==> src/rtl/mem_access_pkg.sv <==
// Shared types for the data-RAM access unit.
//   size_e   : access size encoding on req_size (3 is never legal)
//   state_e  : control FSM states
//   req_t    : request fields captured at the accept edge
//   is_aligned(): legality/alignment check done at accept
package mem_access_pkg;

    typedef enum logic [1:0] {
        SIZE_B = 2'd0,
        SIZE_H = 2'd1,
        SIZE_W = 2'd2
    } size_e;

    typedef enum logic [2:0] {
        IDLE,
        LD_ADDR,
        LD_DATA,
        ST_WRITE,
        RMW_ADDR,
        RMW_DATA,
        RMW_WRITE
    } state_e;

    typedef struct packed {
        logic [1:0]  size;
        logic [1:0]  off;
        logic        sgn;
        logic [31:0] wdata;
    } req_t;

    function automatic logic is_aligned(input logic [1:0] size, input logic [1:0] off);
        logic ok;
        case (size)
            SIZE_B:  ok = 1'b1;
            SIZE_H:  ok = ~off[0];
            SIZE_W:  ok = (off == 2'b00);
            default: ok = 1'b0;
        endcase
        return ok;
    endfunction

endpackage

==> src/rtl/mem_lane_align.sv <==
// Little-endian byte-lane steering for the access unit (combinational).
//   MERGE=0 : result_o = extract(word_i, size_i, offset_i, signed_i)
//             sub-word field at offset, sign- or zero-extended to 32 bits.
//   MERGE=1 : result_o = merge(word_i, wdata_i, size_i, offset_i)
//             word_i with the selected lanes replaced by right-aligned wdata_i.
// Ports: word_i (RAM word), wdata_i (store data), size_i, offset_i (addr[1:0]),
//        signed_i, result_o.
import mem_access_pkg::*;

module mem_lane_align #(
    parameter bit MERGE = 1'b0
) (
    input  logic [31:0] word_i,
    input  logic [31:0] wdata_i,
    input  logic [1:0]  size_i,
    input  logic [1:0]  offset_i,
    input  logic        signed_i,
    output logic [31:0] result_o
);

    logic [4:0]  shamt;
    logic [31:0] shifted;
    logic [31:0] extracted;
    logic [31:0] mask;
    logic [31:0] merged;

    assign shamt   = {offset_i, 3'b000};
    assign shifted = word_i >> shamt;

    always_comb begin
        extracted = 32'h0;
        case (size_i)
            SIZE_B:  extracted = {{24{signed_i & shifted[7]}},  shifted[7:0]};
            SIZE_H:  extracted = {{16{signed_i & shifted[15]}}, shifted[15:0]};
            SIZE_W:  extracted = word_i;
            default: extracted = 32'h0;
        endcase
    end

    always_comb begin
        mask = 32'h0;
        case (size_i)
            SIZE_B:  mask = 32'h0000_00FF << shamt;
            SIZE_H:  mask = 32'h0000_FFFF << shamt;
            SIZE_W:  mask = 32'hFFFF_FFFF;
            default: mask = 32'h0;
        endcase
    end

    // Upper bits of wdata beyond the access size are masked off.
    assign merged   = (word_i & ~mask) | ((wdata_i << shamt) & mask);
    assign result_o = MERGE ? merged : extracted;

endmodule

==> src/rtl/mem_access_unit.sv <==
// Data-RAM initiator: one load/store at a time, sized little-endian accesses,
// sign extension on loads, read-modify-write for byte/half stores.
// RAM is synchronous-read: address sampled at an edge, data valid next cycle.
// Ports:
//   clk, rst                  clock, async active-high reset
//   req_valid/req_ready       request handshake (ready = idle)
//   req_we/size/signed/addr/wdata  request fields, sampled at accept only
//   resp_valid/err/rdata      registered one-cycle completion
//   ram_wr_en/address/write_data  registered RAM drive; ram_data read return
import mem_access_pkg::*;

module mem_access_unit #(
    parameter int ADDR_W = 20
) (
    input  logic              clk,
    input  logic              rst,
    input  logic              req_valid,
    output logic              req_ready,
    input  logic              req_we,
    input  logic [1:0]        req_size,
    input  logic              req_signed,
    input  logic [ADDR_W-1:0] req_addr,
    input  logic [31:0]       req_wdata,
    output logic              resp_valid,
    output logic              resp_err,
    output logic [31:0]       resp_rdata,
    output logic              ram_wr_en,
    output logic [ADDR_W-1:0] ram_address,
    output logic [31:0]       ram_write_data,
    input  logic [31:0]       ram_data
);

    state_e            state_q, state_d;
    req_t              req_q, req_d;
    logic [ADDR_W-1:0] ram_addr_q, ram_addr_d;
    logic [31:0]       ram_wdata_q, ram_wdata_d;
    logic              ram_wr_en_q, ram_wr_en_d;
    logic              resp_valid_q, resp_valid_d;
    logic              resp_err_q, resp_err_d;
    logic [31:0]       resp_rdata_q, resp_rdata_d;

    logic [31:0]       ld_word;
    logic [31:0]       rmw_word;

    mem_lane_align #(.MERGE(1'b0)) u_extract (
        .word_i   (ram_data),
        .wdata_i  (req_q.wdata),
        .size_i   (req_q.size),
        .offset_i (req_q.off),
        .signed_i (req_q.sgn),
        .result_o (ld_word)
    );

    mem_lane_align #(.MERGE(1'b1)) u_merge (
        .word_i   (ram_data),
        .wdata_i  (req_q.wdata),
        .size_i   (req_q.size),
        .offset_i (req_q.off),
        .signed_i (req_q.sgn),
        .result_o (rmw_word)
    );

    assign req_ready = (state_q == IDLE);

    always_comb begin
        state_d      = state_q;
        req_d        = req_q;
        ram_addr_d   = ram_addr_q;
        ram_wdata_d  = ram_wdata_q;
        ram_wr_en_d  = 1'b0;
        resp_valid_d = 1'b0;
        resp_err_d   = 1'b0;
        resp_rdata_d = resp_rdata_q;

        case (state_q)
            IDLE: begin
                if (req_valid) begin
                    if (!is_aligned(req_size, req_addr[1:0])) begin
                        // Rejected without touching the RAM.
                        resp_valid_d = 1'b1;
                        resp_err_d   = 1'b1;
                        resp_rdata_d = 32'h0;
                    end else begin
                        ram_addr_d = {req_addr[ADDR_W-1:2], 2'b00};
                        req_d      = '{size: req_size, off: req_addr[1:0],
                                       sgn: req_signed, wdata: req_wdata};
                        if (!req_we) begin
                            state_d = LD_ADDR;
                        end else if (req_size == SIZE_W) begin
                            ram_wdata_d = req_wdata;
                            ram_wr_en_d = 1'b1;
                            state_d     = ST_WRITE;
                        end else begin
                            state_d = RMW_ADDR;
                        end
                    end
                end
            end
            LD_ADDR:  state_d = LD_DATA;
            LD_DATA: begin
                resp_rdata_d = ld_word;
                resp_valid_d = 1'b1;
                state_d      = IDLE;
            end
            ST_WRITE: begin
                resp_valid_d = 1'b1;
                resp_rdata_d = 32'h0;
                state_d      = IDLE;
            end
            RMW_ADDR: state_d = RMW_DATA;
            RMW_DATA: begin
                // Old word is on ram_data now; untouched lanes keep it.
                ram_wdata_d = rmw_word;
                ram_wr_en_d = 1'b1;
                state_d     = RMW_WRITE;
            end
            RMW_WRITE: begin
                resp_valid_d = 1'b1;
                resp_rdata_d = 32'h0;
                state_d      = IDLE;
            end
            default:  state_d = IDLE;
        endcase
    end

    always_ff @(posedge clk or posedge rst) begin
        if (rst) begin
            state_q      <= IDLE;
            req_q        <= '0;
            ram_addr_q   <= '0;
            ram_wdata_q  <= 32'h0;
            ram_wr_en_q  <= 1'b0;
            resp_valid_q <= 1'b0;
            resp_err_q   <= 1'b0;
            resp_rdata_q <= 32'h0;
        end else begin
            state_q      <= state_d;
            req_q        <= req_d;
            ram_addr_q   <= ram_addr_d;
            ram_wdata_q  <= ram_wdata_d;
            ram_wr_en_q  <= ram_wr_en_d;
            resp_valid_q <= resp_valid_d;
            resp_err_q   <= resp_err_d;
            resp_rdata_q <= resp_rdata_d;
        end
    end

    assign ram_wr_en      = ram_wr_en_q;
    assign ram_address    = ram_addr_q;
    assign ram_write_data = ram_wdata_q;
    assign resp_valid     = resp_valid_q;
    assign resp_err       = resp_err_q;
    assign resp_rdata     = resp_rdata_q;

endmodule

==> config.mk <==
export PLATFORM = sky130hd
export DESIGN_NAME = mem_access_unit
export DESIGN_NICKNAME = d
export VERILOG_FILES = /design/src/rtl/mem_access_pkg.sv /design/src/rtl/mem_lane_align.sv /design/src/rtl/mem_access_unit.sv
export SDC_FILE = /design/constraint.sdc
export NUM_CORES = 1
export LEC_CHECK = 0
export ABC_AREA = 1
export BUFFER_PORTS_ARGS = -buffer_cell sky130_fd_sc_hd__buf_2
export CAP_MARGIN = 20
export CORE_MARGIN = 4
export CORE_UTILIZATION = 45
export CTS_CLUSTER_SIZE = 40
export DETAILED_ROUTE_END_ITERATION = 8
export GPL_ROUTABILITY_DRIVEN = 1
export PLACE_DENSITY_LB_ADDON = 0.2
export SKIP_LAST_GASP = 1
export SYNTH_ARGS = -nofsm -noshare
export SYNTH_HDL_FRONTEND = slang
export SYNTH_SLANG_ARGS = --single-unit
==> constraint.sdc <==
create_clock -name clk -period 4 [get_ports clk]
set_input_delay 0.2 -clock clk [delete_from_list [all_inputs] [get_ports clk]]
set_output_delay 0.2 -clock clk [all_outputs]
set_load 0.02 [all_outputs]
After elaboration in Yosys (flattened, before gate mapping)
Cells that the tools add are included.
{ "word_totals": {"reg_bits": 125, "inputBits": 91, "output_inout_bits": 88, "wordCells": 76} }
{ "op_classes": {"n_eq_ne": 15, "shifts": 4, "muxes": 27, "bitwise": 7, "reduce_logical": 12} }
{ "op_table": {"columns": ["op", "count"], "rows": [
  ["32-bit case mux with 3 select lines", 3],
  ["32-bit 2-to-1 mux", 6],
  ["32-bit bitwise AND", 2],
  ["32-bit case mux with 2 select lines", 1],
  ["32-bit inverter", 1],
  ["32-bit bitwise OR", 1],
  ["16-bit by 5-bit left shift with 32-bit output (first input constant)", 1],
  ["32-bit by 5-bit left shift with 32-bit output", 1],
  ["8-bit by 5-bit left shift with 32-bit output (first input constant)", 1],
  ["32-bit by 5-bit right shift with 16-bit output", 1],
  ["3-bit 2-to-1 mux", 4],
  ["3-bit case mux with 4 select lines", 1],
  ["3-bit equality test (second input constant)", 3],
  ["1-bit 2-to-1 mux", 9],
  ["3-bit by 2-bit equality test with 1-bit output (second input constant)", 2],
  ["2-bit zero test", 3],
  ["2-bit by 1-bit != test with 1-bit output (second input constant)", 3],
  ["3-bit AND reduction", 2],
  ["5-bit AND reduction", 1],
  ["2-bit by 1-bit equality test with 1-bit output (second input constant)", 2],
  ["2-bit equality test (second input constant)", 2],
  ["2-bit != test (second input constant)", 2],
  ["1-bit case mux with 2 select lines", 2],
  ["3-bit by 1-bit equality test with 1-bit output (second input constant)", 1],
  ["9 further kinds", 10]
]} }

Depth between registers and ports, before layout
Gate-level depths: netlist of run 1.
{ "logic_depth": {"depth_word": 7, "mapped_depth": 11, "depth_no_buf": 10} }

Modules after synthesis
Synthesis of run 1 repeated with hierarchy kept, for this count alone.
{ "hier_totals": {"hier_cells": 1112, "area_unflattened_um2": 7566.0} }
{ "by_module_without_submodules": {"columns": ["module", "instances", "cells_per_inst", "area_each_um2", "seq_area_each_um2"], "rows": [
  ["mem_access_unit", 1, 663, 5480.3, 3128.0],
  ["mem_lane_align at u_extract", 1, 226, 1051.0, 0.0],
  ["mem_lane_align at u_merge", 1, 223, 1034.7, 0.0]
]} }

Worst setup path after synthesis of run 1
Ideal clock, no wire load.
{ "synth_path": {"path_type": "register -> register", "start": "register state_q[1]", "end": "register ram_addr_q[2], in the netlist ram_address[2]", "setup_time_ns": 0.117, "arrival_ns": 1.338, "setup_slack_ns": 2.545, "stages_incl_launch_ff": 10, "path_buffers": 1, "cell_sequence": "dfrtp_1 > nor2_2 > nand2_1 > clkinv_1 > nand2_1 > nor2_4 > inv_2 > clkbuf_1 > nand2_1 > nand2_1"} }
{ "synth_between": {"elab_chain_cells": 2} }
{ "synth_rtl": {"columns": ["element", "line", "text"], "rows": [
  ["from (decl)", "mem_access_unit.sv:33", "state_e state_q, state_d;"],
  ["from (signal assigned)", "mem_access_unit.sv:137", "state_q <= state_d;"],
  ["3-bit zero test", null, null],
  ["net req_ready", "mem_access_unit.sv:18", "output logic req_ready,"],
  ["3-bit AND reduction (no line)", null, null],
  ["to (signal assigned)", "mem_access_unit.sv:139", "ram_addr_q <= ram_addr_d;"],
  ["to (decl)", "mem_access_unit.sv:35", "logic [ADDR_W-1:0] ram_addr_q, ram_addr_d;"]
]} }
The timed path passes the listed nets, and every way through them passes these cells.
A chain may end at the register's enable or synchronous reset.

Worst setup path in the final report of run 1
{ "layout_path": {"start": "register req_q[34] (netlist name)", "end": "register resp_rdata_q[27], in the netlist resp_rdata[27]"} }
{ "layout_between": {"elab_chain_cells": 4, "elab_cells_between_ends": 5, "cone_classes": "1 x shift; 2 x mux; 2 x bitwise"} }
{ "layout_rtl": {"columns": ["element", "line", "text"], "rows": [
  ["from (decl)", "mem_access_unit.sv:34", "req_t req_q, req_d;"],
  ["from (signal assigned)", "mem_access_unit.sv:138", "req_q <= req_d;"],
  ["32-bit by 5-bit right shift with 16-bit output *", null, null],
  ["1-bit bitwise AND (on tied branches)", null, null],
  ["32-bit case mux with 3 select lines *", "mem_lane_align.sv:32", "case (size_i)"],
  ["32-bit case mux with 3 select lines *", "mem_access_unit.sv:75", "case (state_q)"],
  ["to (signal assigned)", "mem_access_unit.sv:144", "resp_rdata_q <= resp_rdata_d;"],
  ["to (decl)", "mem_access_unit.sv:40", "logic [31:0] resp_rdata_q, resp_rdata_d;"]
]} }
Every way passes the cells marked *; elsewhere a longest branch is shown, timed or not.

==> flow_summary.ini, run 1 <==
[clocking]
cts_max_path_buffers = 2
clock_tree.root_cell = clkbuf_16
clk-insertion-delay-late_ns = 0.42
clk_pin_slew_ns = 0.06
post_cts_resize_count = 0
cts_htree_levels = 4
tritoncts.num_buffers = 17
cts_tree = built
clock_sink_count = 125

[timing]
timing.final.hold_violations = 0
rsz0062_at_grt = false
finalSetupViolCount = 0
final.hold.worst_slack_ns = 0.0123
final.setup.tns_ns = 0
finalCritPeriodShare_pct = 63.4
fin_worst_skew_ns = 0.00540
fin_crit_ns = 2.53
max_slew_margin_pct = 41.0
slew_viols_final = 0
maximum_clock_frequency_mhz = 395
worst_pin_slew_ns = 0.885

[synthesis]
proportion_of_synthesized_chip_area_in_sequential_cells_pct = 45.2
post_synth_instance_area_mm2 = 0.00693
post_synth.cell_area_avg_um2 = 7.02
postSynthRegisterBits = 125
synth.yosys.warnings = 0
ys_types = 25
synthCells = 987

[die]
die_width_um = 132
design.portCount = 179
die_h_um = 132
fp.coreArea_mm2 = 0.0151
start_util_pct = 45.7
design.die.area_mm2 = 0.0174
core.rowCount = 45

[flow_run]
maxCapViolations = 0

[global_route]
global_route.peak_usage_layer = met2
grt_pass1_wl_mm = 34.8
antenna_found_initial = 0
grt_start_max_net_pins = 65
overflow = 0
total_routing_resource_utilization_after_global_routing_pct = 25.0
grt_pass1_vias = 6520
gr-usage-met2_pct = 38.9
global_route.usage.met1_pct = 35.0
groute.layer.met3.usage_pct = 6.03

[route]
post_drt_via_cell_ratio = 5.08
drtAntennaViolNets = 0
drt_iter0_markers = 471
drt_drc_violations_left = 0
via_count = 6930
firstDrtPassIters = 6
mean_routed_wirelength_per_cell_um = 15.9
finalWirelength_mm = 21.7

[worst_setup_path]
worstPathArrival_ns = 2.90
path_class = reg -> reg
cp-end-kind = register
worst-r2r-setup-slack_ns = 1.47
path_max_fanout = 24
worstPathRequired_ns = 4.36
r2r-end = resp_rdata[27]$_DFFE_PP0P_
worstPathCellList = inv_2, nor2_8, nand3_1, nand2_1, nand3_2, nand3_1, nand2_1, nand2_1
timing.critical_path.slowest_cell_delay_ns = 0.77
reg2regPathDepth = 8
worstSetupStartpointType = register
worst_r2r_startpoint = req_q[34]$_DFFE_PP0P_
critPathMostFrequentCell = nand2_1
critical-path-slowest-cell = dfrtp_1

[pwr]
power.ir.vdd_worst_uv = 434
p_per_area_mw_per_mm2 = 853
power.static_leakage_nw = 4.85

[place]
place.detailed.hpwl_mm = 15.5
numPortBuffers = 176
gp_congestion = 0.927

[worst_hold_path]
min_delay_worst_endpoint = req_q[2]$_DFFE_PP0P_
worst_hold_depth = 3
hold_path_startpoint = req_wdata[2]
worstHoldPathType = in -> reg

[final_layout]
layout.cells.most_common = nand2_1
antenna-diode-count = 0
layout_common_cells = nand2_1, buf_2, dfrtp_1
fin_nets = 1255
fillerInstances = 1475
area_delta_synth_final_pct = 25.6
post_route_cells_drive_above_1_share_pct = 21.8

[status]
outcome = finished, final reports clean
-- layout make-up --
type,instances,area (um2),share of cell area (%)
repair buffers,211,1230,14.2
flip-flops and latches,125,3130,36.0
inverters,69,262,3.01
clock buffers,19,453,5.21
multi-input cells,740,3220,37.1
well taps,188,235,2.70
clock inverters,13,165,1.90
-- worst max-delay path: cells and delay by family (launching register included) --
kind / cells / cell delay (ns)
buffers and inverters: 1 / 0.37
and+or+nand+nor: 7 / 1.32
DFF: 1 / 0.77
-- how the worst max path moves through the flow --
stage               cells past startpoint                   from  slack (ns)                     endpoint
floorplan                               1                    rst        0.47  ram_address[10]$_DFFE_PP0P_
global placement                        8  req_q[34]$_DFFE_PP0P_        1.51   resp_rdata[27]$_DFFE_PP0P_
detailed placement                      8  req_q[34]$_DFFE_PP0P_        1.51   resp_rdata[30]$_DFFE_PP0P_
CTS                                     8  req_q[34]$_DFFE_PP0P_        1.48   resp_rdata[30]$_DFFE_PP0P_
global route                            8  req_q[34]$_DFFE_PP0P_        1.20   resp_rdata[27]$_DFFE_PP0P_
finish                                  8  req_q[34]$_DFFE_PP0P_        1.47   resp_rdata[27]$_DFFE_PP0P_
-- logic make-up (layout without fill, tap and decap cells) --
family                 count (synthesis)  count (layout)  synth area share [%]
other                                  1               2                0.0541
AO/OA/AOI/OAI                        134             134                  10.3
flip-flops                           125             125                  45.2
buffers and inverters                123             312                  8.47
AND/OR/NAND/NOR                      604             604                  36.0
-- power by group --
group | switching, W | internal, W | total [W]
Clock | 0.000604 | 0.00101 | 0.00162
Sequential | 0.000444 | 0.00184 | 0.00229
Combinational | 0.00240 | 0.00111 | 0.00352
-- what timing repair did --
item | CTS | global route
hold buffers | 30 | 0
hold endpoints to repair | 92 | 0
buffers inserted | 0 | 0
-- cells in the mapped netlist (all sizes together) --
cell,number,share of area (%)
clkinv,1,0.054
a21oi,18,1.5
o211ai,10,1.1
nand2,450,25
inv,68,3.7
o22ai,2,0.18
dfrtp,125,45
clkbuf,14,0.76
buf,40,4.0
nor3,1,0.072
conb,1,0.054
nor2,79,5.0
nand3,74,6.2
o21ai,104,7.6
-- metal layers --
metal / vias up / wire (um)
li1: 3437 / -
met3: 35 / 1620
met4: 0 / 441
met5: - / 0
met1: 3181 / 9840
met2: 277 / 9820
-- sequential cells by signal (all words and copies together) (netlist names) --
register	cells
req_q	37
ram_write_data	32
resp_rdata	32
ram_address	18
state_q	3
ram_wr_en	1
resp_err	1
resp_valid	1
-- metrics by stage --
| step | worst slack [ns] | area [um2] | cells | power, W | util, % |
|---|---|---|---|---|---|
| floorplan | 0.472 | 6930 | 988 | 0.00483 | - |
| global placement | 1.51 | 7780 | 1303 | 0.00576 | 51.4 |
| detailed placement | 1.51 | 7780 | 1303 | 0.00578 | 51.4 |
| CTS | 1.48 | 8700 | 1365 | 0.00744 | 57.4 |
| global route | 1.20 | 8700 | 1365 | 0.00800 | 57.4 |
| finish | 1.47 | 8700 | 1365 | 0.00742 | 57.4 |
Power figures use the tool's default switching activity.
==> run 2, diff against run 1 <==
clock period = 2 ns   (was 4 ns; I/O delays follow)
==> run 2 against run 1 <==
  * Sequential share of layout area shrank 1.6 points
  * Critical endpoint is now ram_write_data[18]$_DFFE_PP0P_
  * Maximum frequency grew 42%
  * Non-clock buffer count grew 47
==> flow_summary.ini, run 2 (synthesized netlist as in run 1, its figures left out) <==
[status]
outcome = finished, final reports clean

[clocking]
clock_tree.root_cell = clkbuf_16
cts_tree = built
cts_max_path_buffers = 2
clock_sink_count = 125
clk_pin_slew_ns = 0.06
clk-insertion-delay-late_ns = 0.43
tritoncts.num_buffers = 17
cts_htree_levels = 4

[die]
fp.coreArea_mm2 = 0.0151
design.portCount = 179
design.die.area_mm2 = 0.0174
die_h_um = 132
die_width_um = 132
start_util_pct = 45.7
core.rowCount = 45

[worst_setup_path]
cp-end-kind = register
worstSetupStartpointType = register
path_class = reg -> reg
worst-r2r-setup-slack_ns = 0.22
r2r-end = ram_write_data[18]$_DFFE_PP0P_
worstPathRequired_ns = 2.31
worst_r2r_startpoint = req_q[34]$_DFFE_PP0P_
path_max_fanout = 10
worstPathArrival_ns = 2.09
reg2regPathDepth = 8

[route]
wl_met1_mm = 9.78
drt_iter0_markers = 737
via_count = 7280
mean_routed_wirelength_per_cell_um = 16.0
post_drt_via_cell_ratio = 5.16
met3_wirelength_mm = 1.86
drt_drc_violations_left = 0
met2RoutedLength_mm = 10.4
drtAntennaViolNets = 0
firstDrtPassIters = 5
finalWirelength_mm = 22.6
maxUsedRoutingLayer = met4

[global_route]
antenna_found_initial = 0
overflow = 0
grt_pass1_vias = 7001
total_routing_resource_utilization_after_global_routing_pct = 26.3
grt_start_max_net_pins = 52
grt_pass1_wl_mm = 36.4

[pwr]
p_seq_share_pct = 29.9
power.static_leakage_nw = 5.05
p_per_area_mw_per_mm2 = 1650
power.ir.vdd_worst_uv = 776
p_sw_share_pct = 46.3
power.combinational.fraction_pct = 49.9
p_int_w = 0.00809
power_frac_clock_pct = 20.2
power.net_switching_w = 0.00698
fin_total_pwr_w = 0.0151

[place]
gp_congestion = 0.945
numPortBuffers = 176
place.detailed.hpwl_mm = 16.3
detailedPlace.worstSlack_ns = 0.198

[timing]
maximum_clock_frequency_mhz = 561
max_slew_margin_pct = 65.5
rsz0062_at_grt = false
finalCritPeriodShare_pct = 89.0
fin_worst_skew_ns = 0.00804
slew_viols_final = 0
finalSetupViolCount = 0
final.setup.tns_ns = 0
timing.final.hold_violations = 0
timing.final.ws_setup_ns = 0.219
worst_pin_slew_ns = 0.517
fin_crit_ns = 1.78

[final_layout]
fin_nets = 1302
layout_common_cells = nand2_1, buf_2, dfrtp_1
layout.cells.most_common = nand2_1
largest_register_ffs = 37
core_occupancy_in_the_finished_layout_pct = 60.2
post_route_cells_drive_above_1_share_pct = 22.5
area_delta_synth_final_pct = 31.6
fillerInstances = 1430
largest-register = req_q
antenna-diode-count = 0

[worst_hold_path]
worstHoldPathType = in -> reg
worst_hold_depth = 5
min_delay_worst_endpoint = resp_rdata[30]$_DFFE_PP0P_
hold_path_startpoint = ram_data[30]

[flow_run]
maxCapViolations = 0
run 2: cell count changes in the layout (fill, tap and decap cells not counted), sizes merged:
| cell | previous run | this run |
|---|---|---|
| dlygate4sd3 | 30 | 56 |
| buf | 181 | 202 |
| clkbuf | 19 | 22 |
| clkinv | 6 | 4 |
| bufinv | 3 | 2 |
| clkinvlp | 4 | 5 |
| inv | 69 | 68 |
run 2: layer usage:
metal / GRT usage, % / vias to the layer above
met4: 8.34 / 0
met3: 5.61 / 43
met2: 42.0 / 325
met1: 36.1 / 3370
li1: - / 3542
met5: 0 / -
run 2: final cells by class:
cell class	count	area [um2]	area share, %
Clock buffer	22	464	5.09
Clock inverter	10	114	1.25
Inverter	69	265	2.91
Multi-Input combinational cell	740	3220	35.4
Sequential cell	125	3130	34.3
Tap cell	188	235	2.58
Timing Repair Buffer	258	1690	18.5
run 2: what timing repair did:
action,in CTS,in global routing
buffers inserted,0,0
resized for setup,0,3
setup endpoints to repair,0,8
hold endpoints to repair,104,0
hold buffers,56,0
run 2: how the worst max path moves through the flow:
| stage | end | cells after the start | from | slack (ns) |
|---|---|---|---|---|
| finish | ram_write_data[18]$_DFFE_PP0P_ | 8 | req_q[34]$_DFFE_PP0P_ | 0.22 |
| floorplan | ram_address[10]$_DFFE_PP0P_ | 1 | rst | 0.36 |
| global placement | ram_write_data[23]$_DFFE_PP0P_ | 8 | req_q[36]$_DFFE_PP0P_ | 0.23 |
| detailed placement | ram_write_data[20]$_DFFE_PP0P_ | 8 | req_q[36]$_DFFE_PP0P_ | 0.20 |
| CTS | req_q[27]$_DFFE_PP0P_ | 8 | state_q[0]$_DFFE_PP0P_ | 0.19 |
| global route | ram_write_data[17]$_DFFE_PP0P_ | 8 | req_q[34]$_DFFE_PP0P_ | 0.05 |
run 2: through the flow:
step	cell area [um2]	hold WS, ns	cells
after floorplan	6940	0.217	988
after CTS	9120	0.0100	1412
after global routing	9120	0.0394	1412
after global placement	7980	0.104	1324
after detailed placement	7980	0.109	1324
final	9120	0.0223	1412
run 2: power by group through the flow:
stage / sequential, W / clock (W) / combinational [W]
after floorplan: 0.00525 / 0 / 0.00441
after global placement: 0.00452 / 0 / 0.00731
after detailed placement: 0.00450 / 0 / 0.00740
after CTS: 0.00449 / 0.00310 / 0.00751
after global routing: 0.00465 / 0.00320 / 0.00843
final: 0.00450 / 0.00305 / 0.00752
run 2: worst max-delay path, cell delays in order (launching register included):
cell and delay [ns]:
dfrtp_1 0.48, nor2_8 0.22, nand2_2 0.17, nand2_1 0.11, nand2_2 0.13, nand2_1 0.30, nand2_1 0.09, nand3_1 0.09
a21oi_1 0.06
